`config.mk`:
```
export PLATFORM = sky130hd
export DESIGN_NAME = mem_access_ctrl
export DESIGN_NICKNAME = d
export VERILOG_FILES = /design/src/rtl/mem_access_pkg.sv /design/src/rtl/mem_access_ctrl.sv
export SDC_FILE = /design/constraint.sdc
export NUM_CORES = 1
export LEC_CHECK = 0
export CAP_MARGIN = 20
export CORE_UTILIZATION = 43
export CTS_CLUSTER_DIAMETER = 50
export DETAILED_ROUTE_END_ITERATION = 8
export PLACE_DENSITY = 0.81
export SLEW_MARGIN = 0
export SYNTH_ARGS = -nofsm -noshare
export SYNTH_HDL_FRONTEND = slang
export SYNTH_SLANG_ARGS = --single-unit
```
`constraint.sdc`:
```
create_clock -name clk -period 2.6 [get_ports clk]
set_input_delay 0.52 -clock clk [delete_from_list [all_inputs] [get_ports clk]]
set_output_delay 0.52 -clock clk [all_outputs]
set_load 0.1 [all_outputs]
```
`src/rtl/mem_access_pkg.sv`:
```
// Shared definitions for the memory access controller: FSM state encoding
// and default widths.
package mem_access_pkg;

    typedef enum logic [1:0] {
        IDLE   = 2'd0,
        WRITE  = 2'd1,
        READ   = 2'd2,
        RDRAIN = 2'd3
    } state_e;

    localparam int DEF_DWIDTH     = 16;
    localparam int DEF_ADDR_WIDTH = 16;
    localparam int DEF_LEN_WIDTH  = 8;

endpackage

```
`src/rtl/mem_access_ctrl.sv`:
```
// Burst controller between the core and the single-port data RAM: one
// load or store burst at a time, auto-incrementing address, registered load data.
module mem_access_ctrl
    import mem_access_pkg::*;
#(
    parameter int DWIDTH     = DEF_DWIDTH,
    parameter int ADDR_WIDTH = DEF_ADDR_WIDTH,
    parameter int LEN_WIDTH  = DEF_LEN_WIDTH
) (
    input  logic                  clk,
    input  logic                  rst_n,
    input  logic                  req_valid,
    output logic                  req_ready,
    input  logic                  req_we,
    input  logic [ADDR_WIDTH-1:0] req_addr,
    input  logic [LEN_WIDTH-1:0]  req_len,
    input  logic [DWIDTH-1:0]     wdata,
    input  logic                  wdata_valid,
    output logic                  wdata_ready,
    output logic [DWIDTH-1:0]     rdata,
    output logic                  rdata_valid,
    output logic                  rdata_last,
    input  logic                  rdata_ready,
    output logic [ADDR_WIDTH-1:0] ram_addr,
    output logic [DWIDTH-1:0]     ram_data,
    output logic                  ram_we,
    input  logic [DWIDTH-1:0]     ram_dout,
    output logic                  busy
);

    state_e                state_q, state_d;
    logic [ADDR_WIDTH-1:0] cur_addr_q, cur_addr_d;
    logic [LEN_WIDTH-1:0]  remaining_q, remaining_d;
    logic [DWIDTH-1:0]     rdata_q, rdata_d;
    logic                  rdata_valid_q, rdata_valid_d;
    logic                  rdata_last_q, rdata_last_d;
    logic                  capture;

    always_ff @(posedge clk or negedge rst_n) begin
        if (!rst_n) begin
            state_q       <= IDLE;
            cur_addr_q    <= '0;
            remaining_q   <= '0;
            rdata_q       <= '0;
            rdata_valid_q <= 1'b0;
            rdata_last_q  <= 1'b0;
        end else begin
            state_q       <= state_d;
            cur_addr_q    <= cur_addr_d;
            remaining_q   <= remaining_d;
            rdata_q       <= rdata_d;
            rdata_valid_q <= rdata_valid_d;
            rdata_last_q  <= rdata_last_d;
        end
    end

    // The output register may load a new beat whenever it is empty or the
    // core is taking the current one, so back-to-back beats need no bubble.
    assign capture = !rdata_valid_q || rdata_ready;

    always_comb begin
        state_d       = state_q;
        cur_addr_d    = cur_addr_q;
        remaining_d   = remaining_q;
        rdata_d       = rdata_q;
        rdata_valid_d = rdata_valid_q;
        rdata_last_d  = rdata_last_q;
        req_ready     = 1'b0;
        wdata_ready   = 1'b0;
        ram_we        = 1'b0;
        ram_data      = '0;
        ram_addr      = cur_addr_q;

        case (state_q)
            IDLE: begin
                req_ready = 1'b1;
                if (req_valid) begin
                    cur_addr_d  = req_addr;
                    remaining_d = req_len;
                    state_d     = req_we ? WRITE : READ;
                end
            end
            WRITE: begin
                wdata_ready = 1'b1;
                ram_data    = wdata;
                ram_we      = wdata_valid;
                if (wdata_valid) begin
                    cur_addr_d = cur_addr_q + ADDR_WIDTH'(1);
                    if (remaining_q == '0) begin
                        state_d = IDLE;
                    end else begin
                        remaining_d = remaining_q - LEN_WIDTH'(1);
                    end
                end
            end
            READ: begin
                if (capture) begin
                    rdata_d       = ram_dout;
                    rdata_valid_d = 1'b1;
                    rdata_last_d  = (remaining_q == '0);
                    cur_addr_d    = cur_addr_q + ADDR_WIDTH'(1);
                    if (remaining_q == '0) begin
                        state_d = RDRAIN;
                    end else begin
                        remaining_d = remaining_q - LEN_WIDTH'(1);
                    end
                end
            end
            RDRAIN: begin
                if (rdata_valid_q && rdata_ready) begin
                    rdata_valid_d = 1'b0;
                    rdata_last_d  = 1'b0;
                    state_d       = IDLE;
                end
            end
            default: state_d = IDLE;
        endcase
    end

    assign rdata       = rdata_q;
    assign rdata_valid = rdata_valid_q;
    assign rdata_last  = rdata_last_q;
    assign busy        = (state_q != IDLE);

endmodule

```
==> results of run 1 <==
## cell usage in the layout (no fill, tap or decap), types with 3 or more instances in the layout
master / instances
sky130_fd_sc_hd__clkdlybuf4s50_1: 60
sky130_fd_sc_hd__buf_4: 46
sky130_fd_sc_hd__dfrtp_1: 44
sky130_fd_sc_hd__nand2_1: 22
sky130_fd_sc_hd__buf_12: 17
sky130_fd_sc_hd__mux2_2: 16
sky130_fd_sc_hd__nand3_1: 14
sky130_fd_sc_hd__a21oi_1: 14
sky130_fd_sc_hd__inv_1: 13
sky130_fd_sc_hd__and2_2: 10
sky130_fd_sc_hd__o21ai_0: 10
sky130_fd_sc_hd__nand4_1: 9
sky130_fd_sc_hd__o22ai_1: 9
sky130_fd_sc_hd__mux2i_1: 9
sky130_fd_sc_hd__and2_1: 8
sky130_fd_sc_hd__a21oi_2: 7
sky130_fd_sc_hd__a2bb2oi_2: 7
sky130_fd_sc_hd__ha_1: 7
sky130_fd_sc_hd__nor2_1: 6
sky130_fd_sc_hd__clkbuf_8: 6
sky130_fd_sc_hd__nand2b_1: 5
sky130_fd_sc_hd__and3_1: 5
sky130_fd_sc_hd__nor3b_1: 5
sky130_fd_sc_hd__and4_1: 4
sky130_fd_sc_hd__o211ai_1: 4
sky130_fd_sc_hd__nor4_1: 3
sky130_fd_sc_hd__nor3_1: 3
## worst max-delay path: cells and delay by family, from the launching register on
| family | cells | cell delay [ns] |
|---|---|---|
| AND/OR/NAND/NOR | 4 | 0.92 |
| buffers and inverters | 2 | 0.36 |
| flip-flops | 1 | 0.41 |
| adder cells (fa/ha/maj) | 1 | 0.38 |
## final cells by class
| cell class | instances | share of cell area [%] |
|---|---|---|
| well taps | 75 | 2.26 |
| inverters | 13 | 1.17 |
| clock inverters | 2 | 0.241 |
| flip-flops and latches | 44 | 26.5 |
| repair buffers | 124 | 31.0 |
| clock buffers | 6 | 1.98 |
| multi-input cells | 203 | 36.8 |
## cells by family after synthesis
| logic type | Yosys count | share of synthesized area [%] |
|---|---|---|
| compound gates | 64 | 18.2 |
| fa+ha+maj | 9 | 4.06 |
| buf+inv | 33 | 5.77 |
| simple gates | 105 | 22.6 |
| flops | 44 | 39.7 |
| mux | 25 | 9.73 |
## synthesized netlist by cell type, drive strengths merged
library cell / count / area, sq um
nand3b: 2 / 15.0
inv: 13 / 48.8
nand3: 14 / 70.1
o32a: 1 / 10.0
and3b: 1 / 12.5
and4: 4 / 35.0
mux2: 16 / 180
dfrtp: 44 / 1100
ha: 9 / 113
o211a: 1 / 10.0
o211ai: 4 / 30.0
nand2: 22 / 82.6
nor3b: 5 / 37.5
clkbuf: 11 / 41.3
and3: 5 / 31.3
nor4: 5 / 61.3
nor2: 6 / 22.5
a22o: 1 / 8.76
or4: 1 / 11.3
mux2i: 9 / 90.1
a211oi: 2 / 15.0
a21o: 1 / 7.51
and2: 18 / 113
o32ai: 2 / 25.0
o22ai: 9 / 56.3
buf: 9 / 70.1
a211o: 1 / 8.76
o31ai: 1 / 12.5
nor2b: 3 / 21.3
or3: 1 / 6.26
o41ai: 2 / 25.0
nor3: 3 / 15.0
a2bb2oi: 8 / 114
nand2b: 5 / 31.3
nand4: 9 / 56.3
o21ai: 10 / 50.1
a21oi: 21 / 131
or2: 1 / 6.26
## through the flow
step / cells / hold slack [ns] / setup WS (ns) / util (%)
2_1_floorplan: 280 / 0.224 / 0.0556 / -
3_3_place_gp: 459 / 0.490 / 0.243 / 67.1
3_5_place_dp: 459 / 0.494 / 0.210 / 67.1
4_1_cts: 467 / 0.174 / 0.382 / 68.6
5_1_grt: 467 / 0.185 / 0.261 / 68.6
6_report: 467 / 0.168 / 0.411 / 68.6
## per-layer routing
layer | wire length, um | track usage (%) | part of all wire [%]
met1 | 3110 | 28.5 | 44
met2 | 3590 | 36.4 | 50
met3 | 396 | 5.49 | 5.6
met4 | 33 | 4.21 | 0.46
met5 | 0 | 0 | 0
## path summary, 6_finish.rpt
path	start	to	slack, ns	depth (start not counted)
hold / removal	rst_n	ram_addr[10]$_DFFE_PN0P_	0.17	1
setup / recovery	state_q[1]$_DFFE_PN0P_	remaining_q[7]$_DFFE_PN0P_	0.41	7
hold reg to reg	rdata[9]$_DFFE_PN0P_	rdata[9]$_DFFE_PN0P_	0.51	1
min in group clk	rdata[9]$_DFFE_PN0P_	rdata[9]$_DFFE_PN0P_	0.51	1
max in group asynchronous	rst_n	rdata[14]$_DFFE_PN0P_	1.85	2
setup reg to reg	state_q[1]$_DFFE_PN0P_	remaining_q[7]$_DFFE_PN0P_	0.41	7
## registers in the layout, summed over array words and instances, names as in the netlist
name,count
remaining_q,8
rdata_last,1
rdata_valid,1
state_q,2
rdata,16
ram_addr,16
==> results.md, run 1 <==
- The run finished with clean final reports.
- The routed via count divided by cell count is 5.44.
- The path class of the lowest-slack min-delay path is primary input to asynchronous set/reset pin.
- Global routing used 21.8% of the available tracks.
- Summing all placed instances gives a cell area of 0.00407 sq mm.
- The number of antenna repair diodes is 0.
- Traced cell by cell, the critical path runs through inv_1 -> ha_2 -> nor2b_2 -> nor4_4 -> buf_4 -> and4_1 -> nor4_1.
- The total congestion overflow after global routing is 0.
- The cell sitting at the root of the clock tree is a sky130_fd_sc_hd__clkbuf_8.
- Across the run, the number of max-cap violations was 0.
- Of the cells placed in the final design, the portion with a size suffix greater than 1 is 31.4%.
- For this run, design rule violations remaining after detail routing come to 0.
- The clock arrives with roughly 0.008 ns of skew.
- The combined area of the multi-input logic cells is 0.00153 sq mm.
- The relative max-transition margin is between 60% and 70%.
- The number of buffers on the longest clock path is 2.
- The worst path needs between 2 and 2.5 ns of the cycle, external delays included.
- The share of synthesized area occupied by flip-flops and latches is 39.7%.
- The arrival time at the worst endpoint is ~2.4 ns.
- After the last flow step, the layout net total stands at 462.
- The number of hold violations in the final report is 0.
- For this configuration, the core starts out at a cell density of 45.8%.
- The estimated wirelength of the detail-placed design is 5.49 mm.
- Of the available clock period, the critical path in the final layout requires 84.2%.
- The clock sink count is 44.
- STA classifies the critical path startpoint as a flop.
- The max-slew violation total from the final report is 0.
- Setup violations remaining at the end of the flow were counted as 0.
- At the later pin of the worst-skew pair, clock insertion delay measures 0.30 ns.
- The core region is just over 0.006 sq mm.
- The number of nets in the synthesized netlist is 351.
- During I/O placement, the number of pins put on the boundary was around 120.
- The first detailed-routing pass took 4 iterations.
- The filler cells instantiated in the layout total 476.
- The routed layout has about 2500 vias.
- The number of CTS-inserted buffers is 5.
- TritonCTS built the clock tree.
- The maximum number of pins on one net before global-route repair is 26.
- The synthesis warning total is 0.
- The largest fanout of any net on the critical path is 20.
- Setup repair after global routing left no endpoint under its margin.
- In this run the cell area of the synthesized design comes to 0.00278 sq mm.
- STA classifies the critical path endpoint as a flop.
- The via count of the first global-routing pass is between 2000 and 2500.
- From bottom edge to top edge, the die measures about 82 um.
- Counting flops and latches in the post-synthesis netlist gives between 40 and 50.
- The count of buffers inserted at the top-level ports is 115.
- The area growth from synthesis to layout is 49.8%.
- The start-to-end type of the worst setup path is flop to flop.
- The number of instances resized during post-cts repair is 0.
- On the worst path, the slowest cell contributes a delay of 0.41 ns.
- The routability-driven placement congestion ratio is about 0.81.
- The cell with the biggest individual delay on the critical path is sky130_fd_sc_hd__dfrtp_1.
- The H-tree was split into 2 levels.
- Counting every instance in the synthesized netlist gives between 200 and 300.
- The wire length of the first global-routing pass is 11.3 mm.
- The sum of negative setup slack is 0 ns.
- After clock tree synthesis, the clock-pin slew on the worst setup and hold paths is 0.08 ns.
- The total die area is 0.00678 sq mm.
- The count of buffers added by post-CTS timing repair for setup is 0.
- The total wire length after detailed routing is 7.13 mm.
- The netlist uses 45 different library cells.
- The die width is 82.4 um.
- STA puts the critical path data required time at 2.78 ns.
- The number of hold buffers added after CTS was 0.
- The initial antenna violation count was 0.
- The number of DRC markers in iteration 0 is 170.
- The area of all sequential standard cells is 0.00110 sq mm.
- The number of placement rows is 28.
- The maximum clock frequency is 0.457 GHz.
- The post-route antenna net violation count is 0.
- The cell area after layout is roughly 0.0042 sq mm.
- After detailed routing, the average wire length per cell comes to 15.3 um.
- The mean cell area of the mapped netlist is 9.92 sq um.
- The measured slew at the worst slew-check pin is 0.548 ns.
Power of run 1 is not shown: default switching activity piles up to over one toggle a cycle in this logic, so the estimate is an artifact.
==> run 2, diff against run 1 <==
==> constraint.sdc (replaced) <==
create_clock -name clk -period 2.25 [get_ports clk]
set_input_delay 0.45 -clock clk [delete_from_list [all_inputs] [get_ports clk]]
set_output_delay 0.45 -clock clk [all_outputs]
set_load 0.1 [all_outputs]
==> run 2 against run 1 <==
Against the previous run: first-iteration DRC count rose by 24%; global-route usage rose by 1.2 points; non-clock buffer count rose by 8; final cell count rose by 1.5%; cell area rose by 3.5%; routed wire length rose by 5.0%; critical path type is now flop to output pin.
==> results.md, run 2 (same netlist as run 1, synthesis figures left out) <==
- In this run the critical register-to-register path is launched from state_q[1]$_DFFE_PN0P_.
- The number of remaining DRC errors is 0.
- Summed over all failing endpoints, the final setup total negative slack is 0 ns.
- The clock input transition at the sequential cells of the worst setup and hold paths is 0.09 ns.
- The clock period minus worst slack is around 2.1 ns.
- The overall routing resource usage is 23.0%.
- The post-route fraction of the period consumed by the critical path is 94.3%.
- After detailed routing, the average wire length per cell comes to between 15 and 20 um.
- The worst hold slack is 0.122 ns.
- Across all register-to-register paths, the minimum setup slack is 0.13 ns.
- The cell area after layout is 0.00431 sq mm.
- The path class of the lowest-slack min-delay path is primary input to asynchronous set/reset pin.
- The library cells used most frequently in the layout, excluding fill and tap cells, are 60 x sky130_fd_sc_hd__clkdlybuf4s50_1, 49 x sky130_fd_sc_hd__buf_4, 44 x sky130_fd_sc_hd__dfrtp_1.
- In the final layout, the multi-input gates occupy between 0.0015 and 0.002 sq mm.
- The count of buffers added by post-CTS timing repair for setup is 0.
- The critical path startpoint category is a flop.
- The critical path data required time is between 1.5 and 2 ns.
- Counting cells, the worst reg-to-reg path comes to 7.
- The commonest non-fill, non-tap cell in the layout is sky130_fd_sc_hd__clkdlybuf4s50_1.
- Setup repair after global routing left no endpoint under its margin.
- Buffers inserted during clock tree synthesis total 5.
- The congestion estimate from routability-driven global placement came to approximately 0.84.
- For this run, the post-layout net count is 470.
- The endpoint of the worst register-to-register path is remaining_q[2]$_DFFE_PN0P_.
- The number of buffers added to fix hold violations after cts is 0.
- Summed over all layers, the global routing overflow is 0.
- The max-slew violation total from the final report is 0.
- The layer flagged by global routing as most heavily used is met2.
- At the pin with the least slew margin, the transition time is 0.528 ns.
- In the global route stage, met2 resource usage came out at between 30% and 40%.
- At the worst endpoint, the arrival time is between 1.5 and 2 ns.
- For this run, the top clock speed supported by timing is ~0.47 GHz.
- The number of antenna repair diodes is 0.
- Of all nets on the critical path, the largest fanout is 19.
- The count of buffers inserted at the top-level ports is 115.
- The number of iterations in the first detailed-routing pass is 5.
- The routed design has 7.48 mm of wire.
- Dividing the detail-routed via count by the number of cells gives 5.49.
- The area overhead of the layout relative to synthesis is 55.1%.
- The placed instance area is 0.00421 sq mm.
- After floorplanning, the core was sized to cover a little over 0.006 sq mm.
- The area of all sequential standard cells is between 0.001 and 0.0015 sq mm.
- Counting the fill cells in the layout gives approximately 460.
- The routed layout has ~2600 vias.
- The first global-routing pass estimated roughly 12 mm of wire.
- CTS built an H-tree with a depth of 2.
- The run finished with clean final reports.
- During I/O placement, the number of pins put on the boundary was 116.
- The count of maximum capacitance violations is 0.
- The layout cell share with drive strength beyond 1 is 32.6%.
- The start-to-end type of the worst setup path is flop to output pin.
- The post-route antenna net violation count is 0.
- Headroom to the max-slew limit came out at roughly 65%.
- No sink is reached through more buffers than the 2 on the longest clock path.
- The via count of the first global-routing pass is 2565.
- The maximum number of pins on one net before global-route repair is 27.
- The clock root buffer master is sky130_fd_sc_hd__clkbuf_8.
- TritonCTS built the clock tree.
- Once the clock tree was built, the resizer swapped 0 gates to a different size.
- The clock drives 44 sinks.
- The most critical setup path has its startpoint at state_q[1]$_DFFE_PN0P_.
- The total die area is 0.00678 sq mm.
- The estimated wirelength of the detail-placed design is roughly 5.8 mm.
- The initial antenna violation count came to 0.
- For this configuration, the core starts out at a cell density of 45.8%.
- After the first detailed-routing iteration, the DRC count stood at 210.
- Setup violations remaining at the end of the flow were counted as 0.
- The kind of capture point of the worst setup path is an output pin.
- Clock latency on the worst-skew pair, taken at its later pin, is 0.29 ns.
- For this run, global-route usage on met3 was measured as 6.04%.
- The overall die height is 82.4 um.
- The number of placement rows is 28.
- Measured along the x axis, the die boundary spans 82.4 um.
- The number of hold violations in the final report was 0.
- The met1 track utilization from global routing is between 20% and 30%.
- The largest clock skew in the final design is 0.00699 ns.
[run 2: cell types whose count changed in the layout (fill, tap and decap cells not counted)]
cell	delta
sky130_fd_sc_hd__ha_4	+2
sky130_fd_sc_hd__buf_4	+3
sky130_fd_sc_hd__buf_12	+5
sky130_fd_sc_hd__clkinv_2	-2
sky130_fd_sc_hd__clkbuf_8	+1
sky130_fd_sc_hd__ha_2	-2
[run 2: how the worst max path moves through the flow]
stage                                            end  slack (ns)
final                                    ram_data[5]        0.13
after global routing      remaining_q[5]$_DFFE_PN0P_        0.02
after CTS                                ram_data[0]        0.12
after detailed placement     ram_addr[6]$_DFFE_PN0P_        0.04
after global placement    remaining_q[2]$_DFFE_PN0P_        0.05
after floorplan              ram_addr[8]$_DFFE_PN0P_        0.03
[run 2: metrics by stage]
stage | utilization [%] | setup WS (ns) | std cells
4_1_cts | 71.1 | 0.124 | 474
5_1_grt | 71.1 | 0.0194 | 474
3_5_place_dp | 69.5 | 0.0368 | 467
6_report | 71.1 | 0.128 | 474
2_1_floorplan | - | 0.0255 | 280
3_3_place_gp | 69.5 | 0.0526 | 467
[run 2: layout make-up]
cell class | count | area share [%]
timing repair buffer | 132 | 32.8
sequential | 44 | 25.6
clock buffer | 7 | 2.24
tap | 75 | 2.18
multi-input combinational | 203 | 36.1
inverter | 13 | 1.13
[run 2: metal layers]
layer,up-vias,routed length [um]
met5,-,0
met4,0,57
met3,8,482
met2,97,3770
met1,1248,3170
li1,1251,-
[run 2: worst max-delay path, stage by stage, from the launching register on]
cell                      delay, ns
sky130_fd_sc_hd__dfrtp_1       0.42
sky130_fd_sc_hd__inv_1         0.21
sky130_fd_sc_hd__ha_4          0.17
sky130_fd_sc_hd__buf_4         0.20
sky130_fd_sc_hd__and2_1        0.20
sky130_fd_sc_hd__buf_12        0.18
Power of run 2 is left out for the same reason.
